[src/rtl/ir_pkg.sv]
`default_nettype none
// ir_pkg: shared types and constants for the IR line-error front end.
// Rev 1.0
package ir_pkg;

  typedef enum logic [2:0] {
    SETTLE = 3'd0,
    CNV_L  = 3'd1,
    WAIT_L = 3'd2,
    CNV_R  = 3'd3,
    WAIT_R = 3'd4,
    UPDATE = 3'd5
  } state_t;

  typedef enum logic [1:0] {
    INNER = 2'd0,
    MID   = 2'd1,
    OUTER = 2'd2
  } pair_t;

  localparam logic [2:0] CH_LEFT  [3] = '{3'd0, 3'd2, 3'd4};
  localparam logic [2:0] CH_RIGHT [3] = '{3'd1, 3'd3, 3'd5};

  localparam logic [1:0] SHIFT_INNER = 2'd0;
  localparam logic [1:0] SHIFT_MID   = 2'd1;
  localparam logic [1:0] SHIFT_OUTER = 2'd2;

  function automatic logic [2:0] left_ch(pair_t p);
    case (p)
      MID:     left_ch = CH_LEFT[1];
      OUTER:   left_ch = CH_LEFT[2];
      default: left_ch = CH_LEFT[0];
    endcase
  endfunction

  function automatic logic [2:0] right_ch(pair_t p);
    case (p)
      MID:     right_ch = CH_RIGHT[1];
      OUTER:   right_ch = CH_RIGHT[2];
      default: right_ch = CH_RIGHT[0];
    endcase
  endfunction

  function automatic logic [1:0] weight_shift(pair_t p);
    case (p)
      MID:     weight_shift = SHIFT_MID;
      OUTER:   weight_shift = SHIFT_OUTER;
      default: weight_shift = SHIFT_INNER;
    endcase
  endfunction

  function automatic pair_t next_pair(pair_t p);
    case (p)
      INNER:   next_pair = MID;
      MID:     next_pair = OUTER;
      default: next_pair = INNER;
    endcase
  endfunction

  // Bit 0 = inner, bit 1 = mid, bit 2 = outer.
  function automatic logic [2:0] pair_onehot(pair_t p);
    case (p)
      MID:     pair_onehot = 3'b010;
      OUTER:   pair_onehot = 3'b100;
      default: pair_onehot = 3'b001;
    endcase
  endfunction

endpackage
`default_nettype wire

[src/rtl/ir_settle_timer.sv]
`default_nettype none
// ir_settle_timer: clear/enable counter; done flags the last settle clock.
// Rev 1.0
module ir_settle_timer #(
  parameter int unsigned SETTLE_CYCLES = 4096
) (
  input  logic clk,
  input  logic rst_n,
  input  logic clr,
  input  logic en,
  output logic done
);

  localparam logic [15:0] LAST = 16'(SETTLE_CYCLES - 1);

  logic [15:0] count;

  always_ff @(posedge clk or negedge rst_n) begin
    if (!rst_n) begin
      count <= 16'd0;
    end else if (clr) begin
      count <= 16'd0;
    end else if (en && !done) begin
      count <= count + 16'd1;
    end
  end

  assign done = en && (count == LAST);

endmodule
`default_nettype wire

[src/rtl/ir_err_compute.sv]
`default_nettype none
// ir_err_compute: sequences three IR pairs through the A2D, produces weighted error.
// Optional IR_ERR_FILTER_EN: averages each new error with the previous one. Rev 1.0
module ir_err_compute
  import ir_pkg::*;
#(
  parameter int unsigned SETTLE_CYCLES = 4096,
  parameter logic [14:0] LINE_THRES    = 15'h0040
) (
  input  logic        clk,
  input  logic        rst_n,
  output logic        IR_in_en,
  output logic        IR_mid_en,
  output logic        IR_out_en,
  output logic [2:0]  chnnl,
  output logic        strt_cnv,
  input  logic        cnv_cmplt,
  input  logic [11:0] res,
  output logic [15:0] error,
  output logic        err_vld,
  output logic        line_present
);

  state_t state, state_nxt;
  pair_t  pair,  pair_nxt;

  logic settle_clr;
  logic settle_en;
  logic settle_done;

  logic               sample;
  logic        [15:0] weighted;
  logic signed [15:0] acc_err, acc_err_nxt;
  logic        [14:0] acc_sum, acc_sum_nxt;
  logic        [15:0] error_nxt;
  logic        [2:0]  en_q, en_nxt;

  assign settle_en  = (state == SETTLE);
  assign settle_clr = !settle_en;

  ir_settle_timer #(
    .SETTLE_CYCLES(SETTLE_CYCLES)
  ) u_settle (
    .clk   (clk),
    .rst_n (rst_n),
    .clr   (settle_clr),
    .en    (settle_en),
    .done  (settle_done)
  );

  always_ff @(posedge clk or negedge rst_n) begin
    if (!rst_n) begin
      state <= SETTLE;
      pair  <= INNER;
    end else begin
      state <= state_nxt;
      pair  <= pair_nxt;
    end
  end

  always_comb begin
    state_nxt = state;
    pair_nxt  = pair;
    case (state)
      SETTLE: if (settle_done) state_nxt = CNV_L;
      CNV_L:  state_nxt = WAIT_L;
      WAIT_L: if (cnv_cmplt) state_nxt = CNV_R;
      CNV_R:  state_nxt = WAIT_R;
      WAIT_R: begin
        if (cnv_cmplt) begin
          if (pair == OUTER) begin
            state_nxt = UPDATE;
          end else begin
            state_nxt = SETTLE;
            pair_nxt  = next_pair(pair);
          end
        end
      end
      UPDATE: begin
        state_nxt = SETTLE;
        pair_nxt  = INNER;
      end
      default: begin
        state_nxt = SETTLE;
        pair_nxt  = INNER;
      end
    endcase
  end

  // A result only counts while waiting on our own conversion.
  assign sample   = cnv_cmplt && ((state == WAIT_L) || (state == WAIT_R));
  assign weighted = {4'b0000, res} << weight_shift(pair);

  always_comb begin
    acc_err_nxt = acc_err;
    acc_sum_nxt = acc_sum;
    if (sample) begin
      if (state == WAIT_L) begin
        acc_err_nxt = acc_err - $signed(weighted);
      end else begin
        acc_err_nxt = acc_err + $signed(weighted);
      end
      acc_sum_nxt = acc_sum + {3'b000, res};
    end
  end

`ifdef IR_ERR_FILTER_EN
  logic signed [16:0] filt_sum;
  assign filt_sum  = $signed({acc_err_nxt[15], acc_err_nxt}) + $signed({error[15], error});
  assign error_nxt = 16'(filt_sum >>> 1);
`else
  assign error_nxt = acc_err_nxt;
`endif

  // Enables follow the next state so a pair hand-off needs no gap cycle.
  assign en_nxt = (state_nxt == UPDATE) ? 3'b000 : pair_onehot(pair_nxt);

  // Outputs are loaded on the edge entering UPDATE, so they are valid with err_vld.
  always_ff @(posedge clk or negedge rst_n) begin
    if (!rst_n) begin
      acc_err      <= 16'sd0;
      acc_sum      <= 15'd0;
      error        <= 16'd0;
      line_present <= 1'b0;
      err_vld      <= 1'b0;
      chnnl        <= 3'd0;
      en_q         <= 3'b000;
    end else begin
      err_vld <= (state_nxt == UPDATE);
      en_q    <= en_nxt;
      if (state_nxt == UPDATE) begin
        error        <= error_nxt;
        line_present <= (acc_sum_nxt >= LINE_THRES);
        acc_err      <= 16'sd0;
        acc_sum      <= 15'd0;
      end else begin
        acc_err <= acc_err_nxt;
        acc_sum <= acc_sum_nxt;
      end
      if (state_nxt == CNV_L) begin
        chnnl <= left_ch(pair_nxt);
      end else if (state_nxt == CNV_R) begin
        chnnl <= right_ch(pair_nxt);
      end
    end
  end

  assign strt_cnv  = (state == CNV_L) || (state == CNV_R);
  assign IR_in_en  = en_q[0];
  assign IR_mid_en = en_q[1];
  assign IR_out_en = en_q[2];

endmodule
`default_nettype wire

[config.mk]
export PLATFORM = sky130hd
export DESIGN_NAME = ir_err_compute
export DESIGN_NICKNAME = d
export VERILOG_FILES = /design/src/rtl/ir_pkg.sv /design/src/rtl/ir_settle_timer.sv /design/src/rtl/ir_err_compute.sv
export SDC_FILE = /design/constraint.sdc
export NUM_CORES = 1
export LEC_CHECK = 0
export ABC_AREA = 1
export ABC_CLOCK_PERIOD_IN_PS = 4600
export BUFFER_PORTS_ARGS = -buffer_cell sky130_fd_sc_hd__buf_2
export CAP_MARGIN = 20
export CORE_AREA = 2 2 119 121
export CTS_CLUSTER_SIZE = 10
export DETAILED_ROUTE_END_ITERATION = 16
export DIE_AREA = 0 0 121 123
export PLACE_DENSITY = 0.66
export SLEW_MARGIN = 10
export SYNTH_ARGS = -nofsm -noshare
export SYNTH_HDL_FRONTEND = slang
export SYNTH_SLANG_ARGS = --single-unit
[constraint.sdc]
create_clock -name clk -period 4.6 [get_ports clk]
set_clock_uncertainty 0.15 [all_clocks]
set_input_delay 0.46 -clock clk [delete_from_list [all_inputs] [get_ports clk]]
set_output_delay 0.46 -clock clk [all_outputs]
set_load 0.005 [all_outputs]
==> results of run 1 <==
## stage by stage
step	power [mW]	area, um2	hold WS, ns	util, %
4_1_cts	1.52	6080	0.170	44.6
2_1_floorplan	0.752	5460	0.0144	-
3_3_place_gp	0.793	5770	0.311	42.4
6_report	1.50	6110	0.312	44.9
5_1_grt	1.57	6110	0.345	44.9
3_5_place_dp	0.793	5770	0.319	42.4
## report_power, final
part	leakage (nW)	total [mW]	switching (mW)	internal, mW
clock network	0.144	0.719	0.286	0.434
registers	1.04	0.672	0.00157	0.671
logic	2.04	0.111	0.0733	0.0375
## state kept, by name, indices dropped and copies added (netlist names)
name / cells
u_settle.count: 16
error: 16
acc_err: 16
err_vld: 1
state: 3
pair: 2
acc_sum: 15
en_q: 3
line_present: 1
chnnl: 3
## final cells by class
cell class	instances	area share, %
multi-input cells	569	50.6
flip-flops and latches	76	31.1
inverters	93	5.72
clock buffers	10	3.91
repair buffers	42	3.85
well taps	180	3.69
clock inverters	6	1.04
## cell families (layout without fill, tap and decap cells)
family	after synthesis	in the layout	synth area share [%]
buf+inv	112	151	8.44
compound gates	126	126	13.0
mux	1	1	0.183
flops	76	76	34.9
xor+xnor	24	24	3.85
fa+ha+maj	37	37	8.76
simple gates	381	381	30.9
## placed cells by master, fill, tap and decap left out, types with 4 or more instances in the layout
cell / instances
a21oi_1: 46
buf_2: 38
clkbuf_16: 9
dfrtp_1: 76
ha_1: 35
inv_1: 85
inv_2: 8
nand2_1: 194
nand3_1: 64
nand3b_1: 9
nand4_1: 10
nor2_1: 77
nor3_1: 9
o21a_1: 4
o21ai_0: 45
o21ai_1: 4
o21ai_2: 5
xnor2_1: 12
xor2_1: 12
## worst min-delay path, stage by stage
cell and delay, ns:
buf_2 0.14, nand2_4 0.09, nand2_1 0.07
## worst paths after layout
| kind | start | endpoint | slack, ns |
|---|---|---|---|
| max in group asynchronous | rst_n | acc_err[2]$_DFF_PN0_ | 3.25 |
| min in group asynchronous | rst_n | acc_sum[4]$_DFF_PN0_ | 0.46 |
| worst min-delay path | cnv_cmplt | chnnl[0]$_DFFE_PN0P_ | 0.31 |
| worst max register to register | pair[0]$_DFF_PN0_ | error[15]$_DFFE_PN0P_ | 0.64 |
| worst max-delay path | pair[0]$_DFF_PN0_ | error[15]$_DFFE_PN0P_ | 0.64 |
| worst min register to register | error[10]$_DFFE_PN0P_ | error[10]$_DFFE_PN0P_ | 0.33 |
## repair_timing
item                       4_1_cts  5_1_grt
hold buffers                     0        1
setup buffers                    0        0
setup endpoints to repair        0        0
hold endpoints to repair         0       35
## metal layers
| metal | GRT usage (%) | routed length, um | vias to the layer above |
|---|---|---|---|
| met2 | 28.8 | 5760 | 84 |
| met3 | 4.06 | 520 | 21 |
| met4 | 6.83 | 260 | 0 |
| li1 | - | - | 2538 |
| met5 | 0 | 0 | - |
| met1 | 24.6 | 6110 | 2233 |
==> results.ini, run 1 <==
[status]
outcome=complete, no violations

[hold_path]
hold_path_class=in -> reg
holdPathStages=3

[yosys]
syn_area_um2=5460
yosysMostFrequentCell=nand2_1
ys_warn_count=0
netlist_top_cells_area=dfrtp_1, nand2_1, ha_1, nand3_1, inv_1
syn_nets=809
syn_inst=757
ys.flop_type=dfrtp_1
avgSynthCellArea_um2=7.21
ys_seq_elements=76
synth_top_cell_area_share_pct=34.9
ys_top_cells_by_count=nand2_1, inv_1, nor2_1
synth_cell_types=44
yosysSeqAreaShare_pct=34.9
yosysTopAreaCell=dfrtp_1
synth_enable_flop_cells=0
synth-async-reset-ratio_pct=100

[global_route]
grt_use_total_pct=18.3
grt_pass1_wl_mm=21.6
antenna_found_initial=0
grt_max_degree=77
grt_pass1_vias=4561
grt.overflow.total=0

[critical_path]
critPathBufInv=4
critPathMaxStageDelay_ns=0.53
cp_num_cells=22
crit_path_max_fanout=16
path_delay_family=simple AND/OR/NAND/NOR gates
cp-end-kind=register
path_common_cell=nand2_1
crit_path_top_delay_cell=ha_1
critPathKind=reg -> reg
crit_required_ns=4.68
path_cells=inv_1 -> ha_1 -> inv_2 -> nand3_1 -> nand2_1 -> nor2_1 -> nand2_1 -> o21ai_0 -> nand2_1 -> xor2_1 -> inv_1 -> ha_1 -> nand2_1 -> inv_1 -> a21boi_0 -> nand2_1 -> a21oi_1 -> nand3_1 -> nand3_1 -> nand2_1 -> nand3_1 -> nand2_1
worstPathArrival_ns=4.04
ff2ff_path_depth=22
cp-start-kind=register

[drt]
vias=4876
drtIter0Drc=298
drt_wl_total_mm=12.7
drc=0
route.detailed.wl_per_inst_um=13.0
via_per_inst=5.00
drt_pass1_iterations=5
ant_nets=0

[layout]
multi_input_area_um2=3090
nNetsFinal=843
n_antenna_cell=0
final_cells=976
n_fill_cell=1396
seq_area_um2=1900
drive_gt1_share_pct=10.7
synthToLayoutAreaGrowth_pct=11.9

[cts]
insertion_delay_ns=0.34
cts_resized=0
clockBufferDepth=2
numCtsBuffers=9
cts_tree=done
cts.sinks=76
cts_max_level=3
clk_pin_slew_worst_paths_ns=0.07
cts_root_buf=clkbuf_16

[sta]
period_share_pct=86.0
slew_violations=0
rsz0062_at_grt=no
finalCriticalPeriod_ns=3.96
hold_viol=0
tns_ns=0
worst_pin_slew_ns=0.733
setup_violations=0
slew_headroom_pct=50.9
worst_slack_ns=0.642
fmax_mhz=253

[run]
max-cap-violations=0

[place]
place_inst=958
portBuffers=39
dpl.hpwl_mm=9.45
pre_cts_slack_ns=0.680
place_congestion=0.911

[power]
power_density_nw_per_um2=246
ir_drop_uv=160
leakagePower_nw=3.23

[floorplan]
die_area_um2=14900
pin_count=40
die_w_um=121
die_height_um=123
start_util_pct=40.1
rows=43
core_area_um2=13600

Note: power is estimated with default switching activity, not from simulation.
==> run 2, diff against run 1 <==
--- a/config.mk
+++ b/config.mk
@@ -13,8 +13,8 @@
 export CTS_CLUSTER_SIZE = 10
 export DETAILED_ROUTE_END_ITERATION = 16
 export DIE_AREA = 0 0 121 123
-export PLACE_DENSITY = 0.66
-export SLEW_MARGIN = 10
+export PLACE_DENSITY = 0.6
+export SLEW_MARGIN = 20
 export SYNTH_ARGS = -nofsm -noshare
 export SYNTH_HDL_FRONTEND = slang
 export SYNTH_SLANG_ARGS = --single-unit
==> results.ini, run 2 (synthesized netlist as in run 1, its figures left out) <==
[hold_path]
holdPathStages=2
worstHoldStart=error[9]$_DFFE_PN0P_
hold_end=error[9]$_DFFE_PN0P_
hold_path_class=reg -> reg

[sta]
finalCriticalPeriod_ns=4.00
worst_pin_slew_ns=0.899
slew_headroom_pct=39.6
rsz0062_at_grt=no
slew_violations=0
tns_ns=0
worst_slack_ns=0.595
period_share_pct=87.1
fmax_mhz=250
hold_viol=0
setup_violations=0

[floorplan]
core_area_um2=13600
die_w_um=121
rows=43
die_area_um2=14900
pin_count=40
die_height_um=123
start_util_pct=40.1

[power]
p_clk_share_pct=48.1
power_density_nw_per_um2=247
combPwrFrac_pct=7.3
leakagePower_nw=3.23
pwr-share-seq_pct=44.6
power.switching_uw=356
p_int_mw=1.15
p_sw_share_pct=23.6
power.total_mw=1.51
ir_drop_uv=170

[global_route]
grt_use_total_pct=19.2
grt_pass1_vias=4735
antenna_found_initial=0
grt_max_degree=50
grt_pass1_wl_mm=22.6
grt.overflow.total=0

[critical_path]
crit_path_top_delay_cell=ha_1
ff2ff_setup_slack_ns=0.60
worstReg2RegStart=pair[0]$_DFF_PN0_
r2r-end=error[15]$_DFFE_PN0P_
ff2ff_path_depth=22
critPathMaxStageDelay_ns=0.55
worstPathArrival_ns=4.09
critPathKind=reg -> reg
crit_required_ns=4.69
cp-start-kind=register
crit_path_max_fanout=16
path_cells=inv_1 -> ha_1 -> inv_2 -> nand3_1 -> o21a_1 -> nand4_2 -> nor2_1 -> nand3b_1 -> nand2_1 -> xor2_1 -> inv_1 -> ha_1 -> inv_1 -> o21bai_1 -> a21boi_0 -> nand2_1 -> a21oi_1 -> nand3_1 -> nand3_1 -> nand2_1 -> nand3_1 -> nand2_1
cp-end-kind=register

[layout]
n_antenna_cell=0
utilization_pct=44.8
final_cells=976
n_fill_cell=1447
drive_gt1_share_pct=10.7
reg_top3=acc_err: 16 flops, error: 16 flops, u_settle.count: 16 flops
final_common_cell=nand2_1
nNetsFinal=844
mostFrequentLayoutCells=nand2_1, inv_1, nor2_1, dfrtp_1, nand3_1
synthToLayoutAreaGrowth_pct=11.8

[cts]
insertion_delay_ns=0.34
clk_pin_slew_worst_paths_ns=0.06
cts_root_buf=clkbuf_16
clockBufferDepth=2
cts_max_level=3
cts.sinks=76
cts_tree=done
numCtsBuffers=9

[drt]
route.detailed.wl_per_inst_um=13.3
drtIter0Drc=222
drc=0
drt_wl_total_mm=13.0
drt_pass1_iterations=5
ant_nets=0
vias=4833
via_per_inst=4.95

[place]
pre_cts_slack_ns=0.626
portBuffers=39
place_inst=960
dpl.hpwl_mm=9.80
place_congestion=0.882

[status]
outcome=complete, no violations

[run]
max-cap-violations=0

## run 2: cell types whose count changed in the layout (fill, tap and decap cells not counted)
cell / before / now
buf_4: 2 / 4
clkinvlp_4: 2 / 0
buf_12: 1 / 0
clkbuf_8: 1 / 2
## run 2: power by group through the flow
stage	combinational, mW	clock (mW)	sequential, mW
finish	0.111	0.725	0.673
CTS	0.113	0.750	0.672
global placement	0.111	0	0.685
detailed placement	0.112	0	0.685
floorplan	0.0672	0	0.685
global route	0.129	0.778	0.672
## run 2: through the flow
stage          cell area, um2  hold WS, ns
3_3_place_gp             5790        0.312
2_1_floorplan            5460       0.0144
3_5_place_dp             5790        0.318
5_1_grt                  6100        0.343
4_1_cts                  6100        0.323
6_report                 6100        0.329
## run 2: final cells by class
type / count / area (um2) / share of cell area, %
Multi-Input combinational cell: 569 / 3090 / 50.7
Sequential cell: 76 / 1900 / 31.2
Inverter: 93 / 349 / 5.72
Clock buffer: 11 / 253 / 4.14
Timing Repair Buffer: 43 / 230 / 3.77
Tap cell: 180 / 225 / 3.69
Clock inverter: 4 / 48.8 / 0.800
## run 2: worst max-delay path by stage
stage | start | end | slack, ns
after floorplan | pair[1]$_DFF_PN0_ | error[15]$_DFFE_PN0P_ | 1.26
after global placement | pair[0]$_DFF_PN0_ | error[13]$_DFFE_PN0P_ | 0.63
after detailed placement | pair[0]$_DFF_PN0_ | error[15]$_DFFE_PN0P_ | 0.63
after CTS | pair[0]$_DFF_PN0_ | error[13]$_DFFE_PN0P_ | 0.61
after global routing | pair[0]$_DFF_PN0_ | error[15]$_DFFE_PN0P_ | 0.04
final | pair[0]$_DFF_PN0_ | error[15]$_DFFE_PN0P_ | 0.60
## run 2: what timing repair did
| action | in CTS | in global routing |
|---|---|---|
| endpoints found under the hold margin | 39 | 0 |
| setup buffers | 0 | 0 |
| hold buffers | 1 | 0 |
| gates resized for setup | 0 | 0 |
## run 2: critical path: cells and delay by family (launching register included)
kind	cells	cell delay (ns)
AND/OR/NAND/NOR	11	1.16
adder cells (fa/ha/maj)	2	0.88
AO/OA/AOI/OAI	4	0.66
buffers and inverters	4	0.49
flip-flops	1	0.40
XOR/XNOR	1	0.15
## run 2: layer usage
metal  up-vias  GRT usage (%)  wire [um]
li1       2544              -          -
met1      2185           25.6       6410
met2        83           31.4       5820
met3        21           2.91        459
met4         0           7.63        291
met5         -              0          0
